File: src/rtl/if_fetch_stage.sv
// rtl/if_fetch_stage.sv - CHARIS instruction fetch stage
//
// Holds the PC, fetches one word at a time from a variable-latency instruction
// memory, and presents the word as Instr/Instr_valid to control and decode.
// Build option: IF_PERF_CNT_EN adds the perf_fetched / perf_stall counters.
//
// Ports:
//   Clk, Reset        clock (rising edge), async active-low reset
//   PC_Sel            0 = PC+4, 1 = PC+4+(PC_Immed<<2)
//   PC_LdEn           advance PC and consume the current Instr
//   PC_Immed          sign-extended branch offset in words
//   imem_req          one-cycle fetch request pulse
//   imem_addr         fetch byte address (always equal to PC)
//   imem_rdata        returned instruction word
//   imem_rvalid       imem_rdata valid this cycle
//   Instr             registered instruction
//   Instr_valid       Instr holds an unconsumed fetched word
//   PC                current PC
//   fetch_err         sticky, at least one fetch timeout since reset
//   perf_fetched      (IF_PERF_CNT_EN) completed fetches
//   perf_stall        (IF_PERF_CNT_EN) ISSUE cycles without PC_LdEn

module if_fetch_stage #(
  parameter logic [31:0] RESET_PC = 32'h0000_0000,
  parameter int          TIMEOUT  = 16,
  parameter int          TO_W     = 5
) (
  input  logic        Clk,
  input  logic        Reset,
  input  logic        PC_Sel,
  input  logic        PC_LdEn,
  input  logic [31:0] PC_Immed,
  output logic        imem_req,
  output logic [31:0] imem_addr,
  input  logic [31:0] imem_rdata,
  input  logic        imem_rvalid,
  output logic [31:0] Instr,
  output logic        Instr_valid,
  output logic [31:0] PC,
  output logic        fetch_err
`ifdef IF_PERF_CNT_EN
  ,
  output logic [31:0] perf_fetched,
  output logic [31:0] perf_stall
`endif
);

  typedef enum logic [1:0] {
    S_IDLE  = 2'd0,
    S_REQ   = 2'd1,
    S_WAIT  = 2'd2,
    S_ISSUE = 2'd3
  } state_t;

  state_t          state;
  state_t          state_next;
  logic [TO_W-1:0] to_cnt;
  logic            timeout_hit;
  logic [31:0]     pc_plus4;
  logic [31:0]     next_pc;

  // to_cnt is 0 in the first WAIT cycle, so the TIMEOUT-th WAIT cycle is the last.
  assign timeout_hit = (to_cnt == TO_W'(TIMEOUT - 1));

  // Shifting the full word by 2 equals {PC_Immed[29:0],2'b00}; wrap is silent.
  assign pc_plus4 = PC + 32'd4;
  assign next_pc  = PC_Sel ? (pc_plus4 + (PC_Immed << 2)) : pc_plus4;

  // State register
  always_ff @(posedge Clk or negedge Reset) begin
    if (!Reset) begin
      state <= S_IDLE;
    end else begin
      state <= state_next;
    end
  end

  // Next-state logic
  always_comb begin
    state_next = state;
    case (state)
      S_IDLE:  state_next = S_REQ;
      S_REQ:   state_next = S_WAIT;
      S_WAIT: begin
        // A response on the timeout cycle still wins over the re-issue.
        if (imem_rvalid) begin
          state_next = S_ISSUE;
        end else if (timeout_hit) begin
          state_next = S_REQ;
        end
      end
      S_ISSUE: begin
        if (PC_LdEn) begin
          state_next = S_REQ;
        end
      end
      default: state_next = S_IDLE;
    endcase
  end

  // Outputs
  always_comb begin
    imem_req = (state == S_REQ);
  end

  assign imem_addr = PC;

  // Datapath registers
  always_ff @(posedge Clk or negedge Reset) begin
    if (!Reset) begin
      PC          <= RESET_PC;
      Instr       <= 32'h0;
      Instr_valid <= 1'b0;
      fetch_err   <= 1'b0;
      to_cnt      <= '0;
    end else begin
      case (state)
        S_REQ: begin
          to_cnt <= '0;
        end
        S_WAIT: begin
          to_cnt <= to_cnt + 1'b1;
          if (imem_rvalid) begin
            Instr       <= imem_rdata;
            Instr_valid <= 1'b1;
          end else if (timeout_hit) begin
            fetch_err <= 1'b1;
          end
        end
        S_ISSUE: begin
          if (PC_LdEn) begin
            PC          <= next_pc;
            Instr_valid <= 1'b0;
          end
        end
        default: ;
      endcase
    end
  end

`ifdef IF_PERF_CNT_EN
  always_ff @(posedge Clk or negedge Reset) begin
    if (!Reset) begin
      perf_fetched <= 32'h0;
      perf_stall   <= 32'h0;
    end else begin
      if (state == S_WAIT && imem_rvalid) begin
        perf_fetched <= perf_fetched + 32'd1;
      end
      if (state == S_ISSUE && !PC_LdEn) begin
        perf_stall <= perf_stall + 32'd1;
      end
    end
  end
`endif

endmodule

File: config.mk
export PLATFORM = sky130hd
export DESIGN_NAME = if_fetch_stage
export DESIGN_NICKNAME = d
export VERILOG_FILES = /design/src/rtl/if_fetch_stage.sv
export SDC_FILE = /design/constraint.sdc
export NUM_CORES = 1
export LEC_CHECK = 0
export ABC_CLOCK_PERIOD_IN_PS = 3580
export CAP_MARGIN = 5
export CORE_MARGIN = 5
export CORE_UTILIZATION = 44
export CTS_CLUSTER_SIZE = 25
export DETAILED_ROUTE_END_ITERATION = 12
export PLACE_DENSITY_LB_ADDON = 0.12
export SYNTH_ARGS = -nofsm -noshare
export SYNTH_HDL_FRONTEND = slang
export SYNTH_SLANG_ARGS = --single-unit
File: constraint.sdc
create_clock -name Clk -period 3.58 [get_ports Clk]
set_input_delay 0.358 -clock Clk [delete_from_list [all_inputs] [get_ports Clk]]
set_output_delay 0.358 -clock Clk [all_outputs]
set_load 0.02 [all_outputs]
==> out/results.txt <==
Outcome: complete, but fails checks
Failing checks: setup timing
Initial antenna violation count: 0
Syn Inst Count: 641
Worst-path maximum fanout: 5
Die X: 123 um
Final setup violation count: 2
Vias in the first global route: 5,491
Reg2Reg Depth: 15
Crit path arrival time: 3.82 ns
Number of DRC markers in iteration 0: 307
Clock Latency Late Sink: 0.33 ns
Top cell family by delay on the critical path: simple AND/OR/NAND/NOR gates
First-pass GRT wire length: 26.7 mm
Port bufs: 161
Max Fclk: 278 MHz
CTS tree: yes
Fin. Hold Viols: 0
Pre-Repair DR Iteration Count: 5
Area grow syn2layout: 48.7%
Remaining antenna violation count: 0
Fraction of layout instances using a drive strength above 1: 22.5%
Layout fillers: 1,056
Slew HR: 26.6%
Die Area: 15,200 sq um
Worst EP required: 3.80 ns
Largest net degree at the start of global routing: 57
Most frequent cell after synthesis: dfrtp_1
Rows: 41
Number of buffers created by CTS: 9
Netlist cell types: 60
WL met2: 8.00 mm
Vias: 5,476
Max rail drop VDD: 0.477 mV
EDFF count, synth: 0
Max_cap viols: 0
Synth Register Bits: 71
Reg clk slew, reported paths: 0.06 ns
Core Area: 12,600 sq um
Startpoint types: flip-flop
Vias/cell: 5.37
Netlist Area Pre-Place: 5640 sq um
IO Pins: 168
DRT met1 WL: 7.35 mm
Min-delay worst type: reg -> reg
Depth of the CTS H-tree: 3
Worst Hold Depth: 1
Wire per inst: 16.5 um
Initial Util: 44.8%
Final Skew: 0.0102 ns
RSZ-0062 raised after global routing: true
Top sig layer: met4
Worst Tran Pin Value: 1.10 ns
CP Capture Type: flip-flop
Vert. Die Dim: 123 um
Period minus WS final: 3.60 ns
Tot GR Track Use: 21.9%
Ys Warns: 0
Post-Route WL: 16.8 mm
Placer Congestion: 0.935
Clk buf depth: 2
Ys flop type: dfrtp_1
Top area cells in the synthesized netlist: dfrtp_1, ha_1, mux2_2
CP cell instances: and4_4, and3_4, nand2_1, nor2_4, and4_1, nand3_2, xnor2_2, ha_1, inv_1, or2_2, o32a_1, o211ai_4, nand2_2, o211a_1, a211o_1
Critical path depth: 15
DP Wirelength: 12.8 mm
Fin crit share: 101%
CP max-delay cell: dfrtp_2
Share of the synthesized area in the top cell type: 31.5%
Worst hold slack: 0.481 ns
Area of the multi-input gates: 3740 sq um
DP Cell Count: 982
Final Slew Violations: 0
Mapped Avg Cell Area: 8.79 sq um
NumNets Final: 956
Largest area contributor in the netlist: dfrtp_1
Clock sink total: 71
Total grt overflow: 0
Power Density: 916 nW/um^2
Crit Path Class: reg -> reg
Pleak: 3.74 nW
Diode count: 0
Met3 Wirelength: 1.10 mm
Reg area: 1780 sq um
Fin worst setup slack: -0.0195 ns
Crit path largest cell delay: 0.36 ns
Ys async rst share: 100%
Root Buffer: clkbuf_16
Synth cell count leaders: dfrtp_1, a21oi_1, nand2_1, o21ai_0, ha_1
Buffers plus inverters on the worst setup path: 1
Seq/Total Area, Yosys: 31.5%
Non-filler cells in the finished layout: 1,020
# DRC: 0
[power by group]
group	internal [W]	leakage [nW]	total, W	switching, W
logic	0.00260	2.75	0.00534	0.00274
clock network	0.000512	0.135	0.000870	0.000358
registers	0.00117	0.863	0.00147	0.000296
[layer usage]
| metal | vias up | global-route usage (%) |
|---|---|---|
| met3 | 26 | 5.63 |
| met5 | - | 0 |
| met1 | 2621 | 28.1 |
| met2 | 165 | 35.8 |
| met4 | 0 | 7.47 |
| li1 | 2664 | - |
[cell usage in the layout (no fill, tap or decap), types with 4 or more instances in the layout]
cell type,instances
o21ai_1,4
xnor2_2,6
mux2i_1,5
mux2_2,32
nand3_1,21
nor2_1,33
ha_4,4
o21ai_0,41
nor2b_1,6
a21oi_1,56
a22oi_1,6
and3_1,12
clkbuf_16,9
nand2_1,47
nor3_1,13
nand4_1,9
a31oi_1,5
dfrtp_1,66
conb_1,4
nand2b_1,4
xnor2_1,27
ha_1,39
inv_1,22
xor2_1,17
clkdlybuf4s50_1,159
buf_4,85
a21o_1,21
o22ai_1,4
dfrtp_2,5
[registers in the layout (all words and copies together) (netlist names)]
name,count
state,2
Instr,32
to_cnt,5
PC,30
Instr_valid,1
fetch_err,1
[repair_timing]
item                                    in CTS  in global routing
hold buffers                                 1                  0
buffers inserted                            13                  8
gates resized for setup                     16                 40
endpoints found under the setup margin      11                 12
endpoints found under the hold margin       20                  0
pin swaps                                   10                 24
[metrics by stage]
step / util (%) / TNS [ns] / total power (W) / setup slack (ns) / area [sq um]
5_1_grt: 66.7 / -1.10 / 0.00820 / -0.162 / 8380
2_1_floorplan: - / 0 / 0.00449 / 0.0147 / 5670
6_report: 66.7 / -0.0349 / 0.00768 / -0.0195 / 8380
4_1_cts: 64.3 / -0.0332 / 0.00741 / -0.0332 / 8080
3_3_place_gp: 60.6 / -0.0454 / 0.00625 / -0.0356 / 7620
3_5_place_dp: 60.6 / -0.463 / 0.00636 / -0.140 / 7620
[kinds of logic (layout without fill, tap and decap cells)]
kind of cell	after synthesis	in the layout	synth area share [%]
compound gates	174	174	19.8
xor+xnor	50	50	7.77
fa+ha+maj	44	44	9.90
buf+inv	83	287	7.86
flops	71	71	31.5
mux	38	38	7.48
other cells	1	4	0.0665
simple gates	180	180	15.6
[layout make-up]
class	instances	share of cell area, %
Clock buffer	11	3.02
Clock inverter	5	0.478
Inverter	23	1.03
Multi-Input combinational cell	490	44.6
Sequential cell	71	21.3
Tap cell	172	2.57
Timing Repair Buffer	248	27.0
[worst paths after layout]
path	startpoint	to	slack, ns
min	fetch_err$_DFFE_PN0P_	fetch_err$_DFFE_PN0P_	0.48
max reg2reg	PC[6]$_DFFE_PN0P_	PC[31]$_DFFE_PN0P_	-0.02
max	PC[6]$_DFFE_PN0P_	PC[31]$_DFFE_PN0P_	-0.02
max in group asynchronous	Reset	PC[2]$_DFFE_PN0P_	1.96
min in group asynchronous	Reset	PC[17]$_DFFE_PN0P_	0.54
min reg2reg	fetch_err$_DFFE_PN0P_	fetch_err$_DFFE_PN0P_	0.48
(Power assumes the default switching activity.)
